**src/rtl/tile_map_writer_pkg.sv**
```systemverilog
// Shared types and defaults for the tile map writer.
// The 80 px tile on a 640x480 screen gives an 8x6 grid.
package tile_pkg;
  localparam int TILE_PX   = 80;
  localparam int COLS      = 640 / TILE_PX;
  localparam int ROWS      = 480 / TILE_PX;
  localparam int TYPE_W    = 2;
  localparam int NUM_TILES = COLS * ROWS;
  localparam int IDX_W     = 6;  // sweep index width
  localparam int XY_W      = 3;  // column/row coordinate width

  typedef logic [TYPE_W-1:0] tile_t;

  typedef enum logic [1:0] {
    IDLE  = 2'd0,
    CLEAR = 2'd1,
    DONE  = 2'd2
  } wr_state_t;
endpackage

```
**src/rtl/tile_map_writer_if.sv**
```systemverilog
// Game-logic/renderer side bus of the tile map writer.
// Optional macro TILE_OOB_ERR_EN adds oob_err / oob_cnt status.
interface tile_map_writer_if #(
  parameter int TYPE_W = tile_pkg::TYPE_W,
  parameter int XY_W   = tile_pkg::XY_W
);
  logic              wr_valid;
  logic              wr_ready;
  logic [XY_W-1:0]   wr_x;
  logic [XY_W-1:0]   wr_y;
  logic [TYPE_W-1:0] wr_type;
  logic              clr_req;
  logic [TYPE_W-1:0] clr_type;
  logic              clr_done;
  logic              busy;
  logic [XY_W-1:0]   rd_x;
  logic [XY_W-1:0]   rd_y;
  logic [TYPE_W-1:0] rd_type;
`ifdef TILE_OOB_ERR_EN
  logic              oob_err;
  logic [7:0]        oob_cnt;
`endif

  modport slave (
    input  wr_valid, wr_x, wr_y, wr_type, clr_req, clr_type, rd_x, rd_y,
    output wr_ready, clr_done, busy, rd_type
`ifdef TILE_OOB_ERR_EN
    , output oob_err, oob_cnt
`endif
  );

  modport master (
    output wr_valid, wr_x, wr_y, wr_type, clr_req, clr_type, rd_x, rd_y,
    input  wr_ready, clr_done, busy, rd_type
`ifdef TILE_OOB_ERR_EN
    , input oob_err, oob_cnt
`endif
  );
endinterface

```
**src/rtl/tile_map_writer_clear_fsm.sv**
```systemverilog
// Clear-sweep sequencer: walks every cell in row-major order writing the
// latched fill value, then pulses clr_done for one cycle.
module tile_clear_fsm #(
  parameter int COLS   = tile_pkg::COLS,
  parameter int ROWS   = tile_pkg::ROWS,
  parameter int TYPE_W = tile_pkg::TYPE_W,
  parameter int IDX_W  = tile_pkg::IDX_W,
  parameter int XY_W   = tile_pkg::XY_W
) (
  input  logic              clk,
  input  logic              reset,
  input  logic              clr_req_i,
  input  logic [TYPE_W-1:0] clr_type_i,
  output logic              idle_o,
  output logic              busy_o,
  output logic              clr_done_o,
  output logic              sweep_we_o,
  output logic [XY_W-1:0]   sweep_x_o,
  output logic [XY_W-1:0]   sweep_y_o,
  output logic [TYPE_W-1:0] sweep_val_o
);
  import tile_pkg::*;

  localparam int              NTILES   = COLS * ROWS;
  localparam logic [IDX_W-1:0] LAST_IDX = IDX_W'(NTILES - 1);
  localparam logic [IDX_W-1:0] COLS_I   = IDX_W'(COLS);

  wr_state_t         state_q, state_d;
  logic [IDX_W-1:0]  idx_q, idx_d;
  logic [TYPE_W-1:0] fill_q, fill_d;

  // State, sweep index and fill value registers.
  always_ff @(posedge clk or posedge reset) begin
    if (reset) begin
      state_q <= IDLE;
      idx_q   <= '0;
      fill_q  <= '0;
    end else begin
      state_q <= state_d;
      idx_q   <= idx_d;
      fill_q  <= fill_d;
    end
  end

  // Next state: a new clr_req is only honoured from IDLE, so a request
  // arriving mid-sweep cannot restart it.
  always_comb begin
    state_d = state_q;
    idx_d   = idx_q;
    fill_d  = fill_q;
    unique case (state_q)
      IDLE: begin
        if (clr_req_i) begin
          state_d = CLEAR;
          fill_d  = clr_type_i;
          idx_d   = '0;
        end
      end
      CLEAR: begin
        if (idx_q == LAST_IDX) begin
          state_d = DONE;
          idx_d   = '0;
        end else begin
          idx_d = idx_q + 1'b1;
        end
      end
      DONE:    state_d = IDLE;
      default: state_d = IDLE;
    endcase
  end

  assign idle_o      = (state_q == IDLE);
  assign busy_o      = (state_q != IDLE);
  assign clr_done_o  = (state_q == DONE);
  assign sweep_we_o  = (state_q == CLEAR);
  // Constant divide/modulo keeps non-power-of-2 COLS correct.
  assign sweep_x_o   = XY_W'(idx_q % COLS_I);
  assign sweep_y_o   = XY_W'(idx_q / COLS_I);
  assign sweep_val_o = fill_q;
endmodule

```
**src/rtl/tile_map_writer.sv**
```systemverilog
// Tile map writer: COLS x ROWS grid of tile types with a valid/ready
// single-tile write port, a bulk clear sweep and a 1-cycle read port.
// Optional macro TILE_OOB_ERR_EN adds sticky oob_err and saturating oob_cnt.
module tile_map_writer #(
  parameter int COLS   = tile_pkg::COLS,
  parameter int ROWS   = tile_pkg::ROWS,
  parameter int TYPE_W = tile_pkg::TYPE_W
) (
  input logic              clk,
  input logic              reset,
  tile_map_writer_if.slave bus
);
  import tile_pkg::*;

  localparam int               XW     = tile_pkg::XY_W;
  localparam logic [XW:0]      COLS_B = (XW + 1)'(COLS);
  localparam logic [XW:0]      ROWS_B = (XW + 1)'(ROWS);

  logic [TYPE_W-1:0] grid_q [ROWS][COLS];
  logic [TYPE_W-1:0] rd_type_q;

  logic              fsm_idle;
  logic              sweep_we;
  logic [XW-1:0]     sweep_x, sweep_y;
  logic [TYPE_W-1:0] sweep_val;
  logic              wr_ready, wr_fire, wr_inb, rd_inb;

  tile_clear_fsm #(
    .COLS(COLS), .ROWS(ROWS), .TYPE_W(TYPE_W), .IDX_W(IDX_W), .XY_W(XW)
  ) u_clear_fsm (
    .clk        (clk),
    .reset      (reset),
    .clr_req_i  (bus.clr_req),
    .clr_type_i (bus.clr_type),
    .idle_o     (fsm_idle),
    .busy_o     (bus.busy),
    .clr_done_o (bus.clr_done),
    .sweep_we_o (sweep_we),
    .sweep_x_o  (sweep_x),
    .sweep_y_o  (sweep_y),
    .sweep_val_o(sweep_val)
  );

  // A clear request on the same cycle as a write takes precedence: the
  // write is back-pressured and must be held by the master.
  assign wr_ready     = !reset && fsm_idle && !bus.clr_req;
  assign bus.wr_ready = wr_ready;
  assign wr_fire      = bus.wr_valid && wr_ready;
  assign wr_inb       = ({1'b0, bus.wr_x} < COLS_B) && ({1'b0, bus.wr_y} < ROWS_B);
  assign rd_inb       = ({1'b0, bus.rd_x} < COLS_B) && ({1'b0, bus.rd_y} < ROWS_B);

  // Grid storage: sweep and single writes never overlap since wr_ready is
  // low outside IDLE; out-of-bounds writes complete but change nothing.
  always_ff @(posedge clk or posedge reset) begin
    if (reset) begin
      for (int r = 0; r < ROWS; r++)
        for (int c = 0; c < COLS; c++)
          grid_q[r][c] <= '0;
    end else if (sweep_we) begin
      grid_q[sweep_y][sweep_x] <= sweep_val;
    end else if (wr_fire && wr_inb) begin
      grid_q[bus.wr_y][bus.wr_x] <= bus.wr_type;
    end
  end

  // Registered read: samples pre-write contents, so a same-cycle write to
  // the read cell shows up on the following read.
  always_ff @(posedge clk or posedge reset) begin
    if (reset)       rd_type_q <= '0;
    else if (rd_inb) rd_type_q <= grid_q[bus.rd_y][bus.rd_x];
    else             rd_type_q <= '0;
  end

  assign bus.rd_type = rd_type_q;

`ifdef TILE_OOB_ERR_EN
  logic       oob_err_q;
  logic [7:0] oob_cnt_q;
  logic       clr_go;

  assign clr_go = bus.clr_req && fsm_idle;

  // Out-of-bounds status: cleared by an accepted clear, counter saturates.
  always_ff @(posedge clk or posedge reset) begin
    if (reset) begin
      oob_err_q <= 1'b0;
      oob_cnt_q <= '0;
    end else if (clr_go) begin
      oob_err_q <= 1'b0;
      oob_cnt_q <= '0;
    end else if (wr_fire && !wr_inb) begin
      oob_err_q <= 1'b1;
      if (oob_cnt_q != 8'hFF) oob_cnt_q <= oob_cnt_q + 8'd1;
    end
  end

  assign bus.oob_err = oob_err_q;
  assign bus.oob_cnt = oob_cnt_q;
`endif
endmodule

```
**src/flat_wrapper.sv**
```systemverilog
// flat-port wrapper written by rule: the top's interface ports become plain ports
module tile_map_writer_flat import tile_pkg::*;
#(
  parameter int COLS   = tile_pkg::COLS,
  parameter int ROWS   = tile_pkg::ROWS,
  parameter int TYPE_W = tile_pkg::TYPE_W
)
  (clk, reset, bus_wr_valid, bus_wr_x, bus_wr_y, bus_wr_type, bus_clr_req, bus_clr_type, bus_rd_x, bus_rd_y, bus_wr_ready, bus_clr_done, bus_busy, bus_rd_type);
  tile_map_writer_if #(.TYPE_W(TYPE_W)) bus_i ();
  input logic clk;
  input logic reset;
  input wire logic [$bits(bus_i.wr_valid)-1:0] bus_wr_valid;
  input wire logic [$bits(bus_i.wr_x)-1:0] bus_wr_x;
  input wire logic [$bits(bus_i.wr_y)-1:0] bus_wr_y;
  input wire logic [$bits(bus_i.wr_type)-1:0] bus_wr_type;
  input wire logic [$bits(bus_i.clr_req)-1:0] bus_clr_req;
  input wire logic [$bits(bus_i.clr_type)-1:0] bus_clr_type;
  input wire logic [$bits(bus_i.rd_x)-1:0] bus_rd_x;
  input wire logic [$bits(bus_i.rd_y)-1:0] bus_rd_y;
  output wire logic [$bits(bus_i.wr_ready)-1:0] bus_wr_ready;
  output wire logic [$bits(bus_i.clr_done)-1:0] bus_clr_done;
  output wire logic [$bits(bus_i.busy)-1:0] bus_busy;
  output wire logic [$bits(bus_i.rd_type)-1:0] bus_rd_type;
  assign bus_i.wr_valid = bus_wr_valid;
  assign bus_i.wr_x = bus_wr_x;
  assign bus_i.wr_y = bus_wr_y;
  assign bus_i.wr_type = bus_wr_type;
  assign bus_i.clr_req = bus_clr_req;
  assign bus_i.clr_type = bus_clr_type;
  assign bus_i.rd_x = bus_rd_x;
  assign bus_i.rd_y = bus_rd_y;
  assign bus_wr_ready = bus_i.wr_ready;
  assign bus_clr_done = bus_i.clr_done;
  assign bus_busy = bus_i.busy;
  assign bus_rd_type = bus_i.rd_type;
  tile_map_writer #(.COLS(COLS), .ROWS(ROWS), .TYPE_W(TYPE_W)) u_core (.clk(clk), .reset(reset), .bus(bus_i));
endmodule
```
**config.mk**
```make
export PLATFORM = sky130hd
export DESIGN_NAME = tile_map_writer_flat
export DESIGN_NICKNAME = d
export VERILOG_FILES = /design/src/rtl/tile_map_writer_pkg.sv /design/src/rtl/tile_map_writer_if.sv /design/src/rtl/tile_map_writer_clear_fsm.sv /design/src/rtl/tile_map_writer.sv /design/src/flat_wrapper.sv
export SDC_FILE = /design/constraint.sdc
export NUM_CORES = 1
export LEC_CHECK = 0
export CAP_MARGIN = 15
export CORE_ASPECT_RATIO = 0.8
export CORE_UTILIZATION = 65
export DETAILED_ROUTE_END_ITERATION = 8
export HOLD_SLACK_MARGIN = 0.06
export PLACE_DENSITY = 0.84
export SYNTH_ARGS = -nofsm -noshare
export SYNTH_HDL_FRONTEND = slang
export SYNTH_SLANG_ARGS = --single-unit
```
**constraint.sdc**
```tcl
create_clock -name clk -period 6.2 [get_ports clk]
set_input_delay 1.24 -clock clk [delete_from_list [all_inputs] [get_ports clk]]
set_output_delay 1.24 -clock clk [all_outputs]
set_load 0.05 [all_outputs]
```
[Yosys cells after proc, flatten, opt, wreduce, memory -nomap -nowiden]
Index checks and enable logic that the tools add are counted.
Cells by class
  add/subtract/negate cells: 1
  $lt $le $gt $ge: 12
  equal/unequal tests: 5
  mux-type cells: 25
  bitwise gates (word level): 6
  reductions and logical operators: 17
Operator list (count)
  $bwmux 96: 2
  $mux 96: 2
  $demux 16 s3: 2
  $mux 16: 4
  $bmux 16 s3: 1
  $ge 4x4->1 const B: 6
  $not 3->4: 6
  $lt 4x1->1 const B: 4
  $mux 2: 7
  $demux 2 s3: 2
  $mux 6: 2
  $pmux 6 s2: 1
  $logic_and 1x1->1: 8
  $add 6x1->6 const B: 1
  $bmux 2 s3: 1
  $eq 6x6->1 const B: 1
  $lt 3x3->1 const B: 2
  $reduce_and 2->1: 3
  $reduce_bool 2->1: 3
  $ne 2x2->1 const B: 2
  $pmux 2 s2: 1
  $eq 2x1->1 const B: 1
  $eq 2x2->1 const B: 1
  $logic_not 1->1: 2
  $logic_not 2->1: 1
Word-level totals
  bits in registers: 108
  word-level logic and storage cells: 118

[Depth between registers and ports, before layout]
Gate-level depths: netlist (run 1).
  depth after elaboration: 10
  mapped depth: 8

[Hierarchy]
Synthesis (run 1) repeated with hierarchy kept, for this count alone.
Second synthesis, totals
  cell total of the unflattened synthesis: 705
  area, all modules: 6781.5 um2
Modules (own cells, without submodules)
  tile_map_writer: instances 1, cells an instance 655, area an instance 6273.5 um2, seq. area each 2452.4 um2
  tile_clear_fsm: instances 1, cells an instance 50, area an instance 508.0 um2, seq. area each 250.2 um2

[Worst setup path after synthesis (run 1)]
No wires, ideal clock.
  path kind: input to output
  start point: in bus_clr_req
  end point: out bus_wr_ready
  data arrival time: 1924 ps
  path slack: 3036 ps
  stages: 1
  path buffers: 0
  cells stage by stage: nor4_4
On the way
  cells in the longest elaborated chain, start to end: 2
Ends and longest elaborated chain
  start, declared: RTL line flat_wrapper.sv:16  | input wire logic [$bits(bus_i.clr_req)-1:0] bus_clr_req;
  $logic_not 1->1: RTL line tile_map_writer.sv:46  | assign wr_ready = !reset && fsm_idle && !bus.clr_req;
  $logic_and 1x1->1: RTL line tile_map_writer.sv:46
  end, declared: RTL line flat_wrapper.sv:20  | output wire logic [$bits(bus_i.wr_ready)-1:0] bus_wr_ready;
Every way passes these cells.

[Final worst setup path (run 1)]
Same ends and word-level chain as after synthesis.

==> results.tsv, run 1 <==
stage	metric	value	unit
job	maxCapViolations	0	
worst_hold_path	hp-class	register to register	
critical_path	cp_cell_sequence	clkdlybuf4s50_1, nor4_4, clkdlybuf4s50_1	
cts	postCtsSetupBuffers	0	
sta	final.period_utilization	0.6775	
critical_path	cp_slowest_cell	clkdlybuf4s50_1	
global_routing	antenna_found_initial	0	
placed_design	port_buffers	24	
critical_path	r2r_cells	4	
synth	syn_area	7041	sq um
cells_and_area	nets	688	
synth	synth_top_family_by_area	compound AO/OA/AOI/OAI gates	
synth	syn-instance-count	679	
synth	synthFlopType	dfrtp_1	
routing	drc	0	
synth	seq_area_frac_synth	0.3839	
routing	wirelength	21750	um
routing	num_vias	6277	
routing	drt_iter0_drc	836	
cts	clock_latency	360	ps
synth	syn_nets	700	
critical_path	required	4960	ps
placed_design	dp_slack	2003	ps
placed_design	gp_congestion	0.9442	
cells_and_area	num_antenna_cells	0	
floorplan	num_rows	33	
cts	clk_path_buf_depth	2	
routing	drt_pre_antenna_iters	8	
global_routing	grt_max_degree	64	
floorplan	design.core.area	10410	sq um
synth	synth_xor_area_frac	0	
global_routing	grt_usage	0.4040	
sta	grt_setup_unrepaired	no	
pwr	p_per_area	190.5	nW/um^2
cells_and_area	ff_latch_area	2703	sq um
synth	yosysMostFrequentCell	dfrtp_1	
sta	hold_viol	0	
placed_design	dp_hpwl	14360	um
pwr	ir_drop	0.1563	mV
sta	fmax	238.1	MHz
critical_path	end_kind	primary output	
cells_and_area	syn_to_final_growth	7.748	%
synth	synth_common_cells	108 x dfrtp_1, 63 x nor2_1, 59 x nand2_1, 46 x a22o_1, 44 x mux2_2	
sta	maxSlewViolCount	0	
sta	worst_slew_margin_rel	0.2010	
cts	cts_buffers	9	
synth	yosysTopAreaCell	dfrtp_1	
cts	cts_root_buf	clkbuf_16	
critical_path	cpMostUsedCell	clkdlybuf4s50_1	
floorplan	die_area	11250	sq um
synth	synth-warning-count	0	
synth	yosys.area_share.simple	0.1496	
pwr	p_leak	0.003015	uW
routing	via_per_inst	7.730	
cts	ctsResizeCount	0	
synth	async_flop_share	1.000	
sta	timing.hold.ws	485.6	ps
critical_path	cp_max_fo	4	
cts	clkTransAtPathRegs	70	ps
synth	synth_edf_count	0	
sta	tns	0	ps
synth	netlist-cell-type-count	63	
critical_path	arrival	2960	ps
floorplan	ios	25	
sta	worstMarginPinSlew	1195	ps
global_routing	grt_pass1_vias	6262	
critical_path	cp_slowest_stage_delay	860	ps
synth	netlist_top_cells_area	dfrtp_1 38%, mux2_2 7.0%, mux2_1 5.8%	
synth	synth_seq_cells	108	
cts	cts.sinks	108	
routing	ant_nets	0	
synth	synth_compound_area_frac	0.2186	
synth	avgSynthCellArea	10.37	sq um
sta	setup_viol	0	
cts	tritoncts	built	
floorplan	start_util	0.6766	
routing	wl_per_cell	26.79	um
sta	worst_slack	2000	ps
cells_and_area	nFillCells	761	
cells_and_area	multi_input_area	4024	sq um
sta	clock_skew	13.58	ps
synth	synth_mux_area_frac	0.2008	
cts	hold_buffers	0	
critical_path	path_class	primary input to primary output	
floorplan	fp.dieH	95.09	um
global_routing	grt_pass1_wl	33870	um
sta	fin_crit	4200	ps
cts	cts-htree-levels	3	
synth	synth_fa_ha_area_frac	0.001777	
worst_hold_path	whs_path_depth	2	
global_routing	grt.overflow.total	0	
floorplan	die_x	118.4	um
outcome	status	finished clean	
critical_path	startpoint_type	primary input	
cells_and_area	fin_util	0.7291	
cells_and_area	drive_above_1_share	0.1830	
synth	synth.top_cell.area_share	0.3839	
path summary, 6_finish.rpt:
| kind | from | to | slack, ps |
|---|---|---|---|
| max | bus_clr_req | bus_wr_ready | 2000 |
| min | u_core.grid_q[83]$_DFFE_PP0P_ | u_core.grid_q[83]$_DFFE_PP0P_ | 490 |
| max reg2reg | u_core.u_clear_fsm.state_q[0]$_DFFE_PP0P_ | u_core.grid_q[75]$_DFFE_PP0P_ | 3310 |
| min reg2reg | u_core.grid_q[83]$_DFFE_PP0P_ | u_core.grid_q[83]$_DFFE_PP0P_ | 490 |
| max in group asynchronous | reset | u_core.grid_q[11]$_DFFE_PP0P_ | 3530 |
| min in group asynchronous | reset | u_core.u_clear_fsm.state_q[0]$_DFFE_PP0P_ | 1400 |
metrics by stage:
stage	power [uW]	area, sq um	std cells
detailed placement	814.1	7259	796
CTS	1438	7586	812
finish	1445	7586	812
global placement	811.3	7259	796
global route	1470	7586	812
floorplan	778.8	7041	679
report_power, final:
| group | internal (uW) | total (uW) | switching, uW |
|---|---|---|---|
| logic | 27.8 | 97.8 | 70.0 |
| registers | 705 | 705 | 0.226 |
| clock network | 367 | 643 | 275 |
placed cells by master, fill, tap and decap left out, types with 7 or more instances in the layout:
master,Yosys,routed
o32ai_1,14,14
o32a_1,10,10
a32oi_1,7,7
clkbuf_16,0,9
mux2_1,36,36
nand3_1,13,13
nand2_1,59,59
o2bb2ai_1,11,11
o22ai_1,28,28
a21oi_1,21,21
a22o_1,46,46
mux2i_1,13,13
clkdlybuf4s50_1,0,23
dfrtp_1,108,108
mux4_2,17,17
a22oi_1,17,17
o21ai_0,11,11
buf_4,7,12
mux2_2,44,44
nor2_1,63,63
layer usage:
| metal | wire, um | GRT usage |
|---|---|---|
| met1 | 7802 | 0.5060 |
| met2 | 9812 | 0.6392 |
| met3 | 2913 | 0.09749 |
| met4 | 1225 | 0.2607 |
| met5 | 0 | 0 |
critical path, delay by kind of cell:
family        cells  cell delay (ps)
simple gates      1              350
buf+inv           2             1370
sequential cells by signal, indices dropped and copies added, names as in the netlist:
| name | cells |
|---|---|
| u_core.bus.rd_type | 2 |
| u_core.grid_q | 96 |
| u_core.u_clear_fsm.idx_q | 6 |
| u_core.u_clear_fsm.state_q | 2 |
| u_core.u_clear_fsm.sweep_val_o | 2 |
area by class of cell:
| type | instances | share of cell area |
|---|---|---|
| Tap cell | 140 | 0.02309 |
| Clock buffer | 11 | 0.03200 |
| Clock inverter | 5 | 0.01105 |
| Sequential cell | 108 | 0.3563 |
| Timing Repair Buffer | 36 | 0.04288 |
| Inverter | 8 | 0.004288 |
| Multi-Input combinational cell | 504 | 0.5304 |
logic make-up (layout without fill, tap and decap cells):
logic type                 Yosys count  in the layout
DFF                                108            108
and+or+nand+nor                    198            198
buffers and inverters               67             60
adders and majority gates            1              1
AOI/OAI and AO/OA                  195            195
muxes                              110            110
No activity file was read; power rests on OpenSTA's default activity.
==> run 2, diff against run 1 <==
Settings changed: CORE_UTILIZATION 65 to 62, PLACE_DENSITY 0.84 to 0.81.
Clock period 6.2 ns to 4.4 ns, I/O delays scaled along.
==> results.tsv, run 2 (synthesis results as in run 1) <==
stage	metric	value	unit
critical_path	startpoint	bus_clr_req	
cells_and_area	regMostFlops	u_core.grid_q	
placed_design	dp_hpwl	14760	um
sta	hold_viol	0	
critical_path	path_class	primary input to primary output	
placed_design	gp_congestion	0.9815	
floorplan	die_area	11790	sq um
cts	clkTransAtPathRegs	70	ps
pwr	netSwitchingPower	491.3	uW
cts	postCtsSetupBuffers	0	
sta	worst_slack	962.4	ps
cells_and_area	layout_common_cells	108 x dfrtp_1, 63 x nor2_1, 59 x nand2_1	
cts	cts_root_buf	clkbuf_16	
cts	cts.sinks	108	
cts	hold_buffers	0	
cells_and_area	drive_above_1_share	0.1881	
sta	maxSlewViolCount	0	
critical_path	startpoint_type	primary input	
floorplan	start_util	0.6415	
routing	num_vias	6189	
cts	ctsResizeCount	0	
sta	tns	0	ps
cells_and_area	largest_reg_flops	96	
worst_hold_path	hp-class	register to register	
pwr	p_per_area	259.6	nW/um^2
pwr	pwr-share-clk	0.426	
routing	wirelength	21430	um
placed_design	dp_slack	923.6	ps
sta	worstMarginPinSlew	1136	ps
routing	wl_per_cell	26.17	um
routing	drt_pre_antenna_iters	5	
floorplan	fp.dieH	97.31	um
cts	cts-htree-levels	3	
cells_and_area	num_antenna_cells	0	
sta	clock_skew	5.672	ps
global_routing	antenna_found_initial	0	
cts	cts_buffers	9	
critical_path	cp_slowest_stage_delay	850	ps
critical_path	required	3520	ps
global_routing	grt_max_degree	57	
global_routing	grt.overflow.total	0	
pwr	intPower	1478	uW
critical_path	r2r_cells	5	
critical_path	cp_max_fo	4	
cts	tritoncts	built	
cells_and_area	nets	691	
floorplan	die_x	121.1	um
sta	fmax	290.9	MHz
routing	via_per_inst	7.557	
sta	worst_slew_margin_rel	0.2429	
cts	clock_latency	360	ps
routing	drt_iter0_drc	724	
critical_path	r2r_start	u_core.u_clear_fsm.state_q[1]$_DFFE_PP0P_	
cells_and_area	syn_to_final_growth	7.748	%
floorplan	ios	25	
critical_path	critical_path.endpoint	bus_wr_ready	
pwr	switching_share	0.2494	
sta	setup_viol	0	
pwr	combinationalPowerShare	0.069	
pwr	p_seq_frac	0.505	
outcome	status	finished clean	
job	maxCapViolations	0	
critical_path	critPathTopFamily	buffers and inverters	
critical_path	worst-path-stages	3	
sta	grt_setup_unrepaired	no	
cts	clk_path_buf_depth	2	
cells_and_area	top_regs	u_core.grid_q (96), u_core.u_clear_fsm.idx_q (6)	
cells_and_area	nFillCells	841	
placed_design	port_buffers	24	
routing	ant_nets	0	
critical_path	timing.rr.end	u_core.grid_q[42]$_DFFE_PP0P_	
critical_path	r2r_setup_slack	1180	ps
critical_path	end_kind	primary output	
global_routing	grt_pass1_wl	34650	um
global_routing	grt_usage	0.3900	
global_routing	grt_pass1_vias	6313	
pwr	ir_drop	0.2038	mV
floorplan	num_rows	34	
sta	fin_crit	3438	ps
critical_path	cp_slowest_cell	clkdlybuf4s50_1	
cells_and_area	layout_commonest_cell	dfrtp_1	
critical_path	cp_num_buf_inv	2	
routing	drc	0	
critical_path	arrival	2560	ps
sta	final.period_utilization	0.7813	
floorplan	design.core.area	10980	sq um
critical_path	cp_cell_sequence	clkdlybuf4s50_1, nor4_4, clkdlybuf4s50_1	
pwr	p_leak	0.003025	uW
critical_path	cpMostUsedCell	clkdlybuf4s50_1	
run 2: changes by cell type in the layout (fill, tap and decap cells not counted), sizes merged:
cell,change
clkinv,+3
clkbuf,-2
inv,+1
bufinv,-1
clkinvlp,-1
buf,+3
run 2: power groups by stage:
stage	Clock [uW]	Sequential (uW)	Combinational, uW
finish	839	994	137
global route	885	994	145
CTS	840	994	134
detailed placement	0	1010	134
global placement	0	1010	132
floorplan	0	1020	78.4
run 2: layout make-up:
cell class,instances,area (sq um),area share
clock buffers,9,225.2,0.02969
clock inverters,7,73.82,0.009731
inverters,8,32.53,0.004288
multi-input cells,504,4024,0.5304
flip-flops and latches,108,2703,0.3563
well taps,144,180.2,0.02375
repair buffers,39,347.8,0.04585
run 2: layer usage:
| layer | wire (um) | share of wire | track usage | vias to the layer above |
|---|---|---|---|---|
| met2 | 9835 | 0.46 | 0.5991 | 452 |
| met5 | 0 | 0 | 0 | - |
| met1 | 8495 | 0.40 | 0.5183 | 3058 |
| met4 | 840 | 0.039 | 0.1804 | 0 |
| li1 | - | - | - | 2586 |
| met3 | 2260 | 0.11 | 0.09800 | 93 |
run 2: worst reg2reg max path: stages, from the launching register on:
cell and delay, ps:
dfrtp_1 510, nand2b_1 920, nand3_1 740, nor2_1 400, a22oi_1 180, mux2_1 350
run 2: per-stage QoR:
| stage | instance area, sq um | power [uW] | instances | utilization | hold WS, ps |
|---|---|---|---|---|---|
| detailed placement | 7287 | 1147 | 803 | 0.6639 | 472.4 |
| CTS | 7586 | 1968 | 819 | 0.6912 | 487.9 |
| floorplan | 7041 | 1097 | 679 | - | 445.3 |
| global placement | 7287 | 1145 | 803 | 0.6639 | 462.8 |
| global route | 7586 | 2023 | 819 | 0.6912 | 506.0 |
| finish | 7586 | 1970 | 819 | 0.6912 | 487.9 |
run 2: how the worst min path moves through the flow:
| stage | slack [ps] | cells past startpoint | end | from |
|---|---|---|---|---|
| 5_1_grt | 510 | 1 | u_core.grid_q[44]$_DFFE_PP0P_ | u_core.grid_q[44]$_DFFE_PP0P_ |
| 3_5_place_dp | 470 | 2 | u_core.grid_q[82]$_DFFE_PP0P_ | u_core.grid_q[82]$_DFFE_PP0P_ |
| 3_3_place_gp | 460 | 2 | u_core.grid_q[82]$_DFFE_PP0P_ | u_core.grid_q[82]$_DFFE_PP0P_ |
| 2_1_floorplan | 450 | 2 | u_core.grid_q[87]$_DFFE_PP0P_ | u_core.grid_q[87]$_DFFE_PP0P_ |
| 4_1_cts | 490 | 2 | u_core.grid_q[82]$_DFFE_PP0P_ | u_core.grid_q[82]$_DFFE_PP0P_ |
| 6_report | 490 | 2 | u_core.grid_q[90]$_DFFE_PP0P_ | u_core.grid_q[90]$_DFFE_PP0P_ |
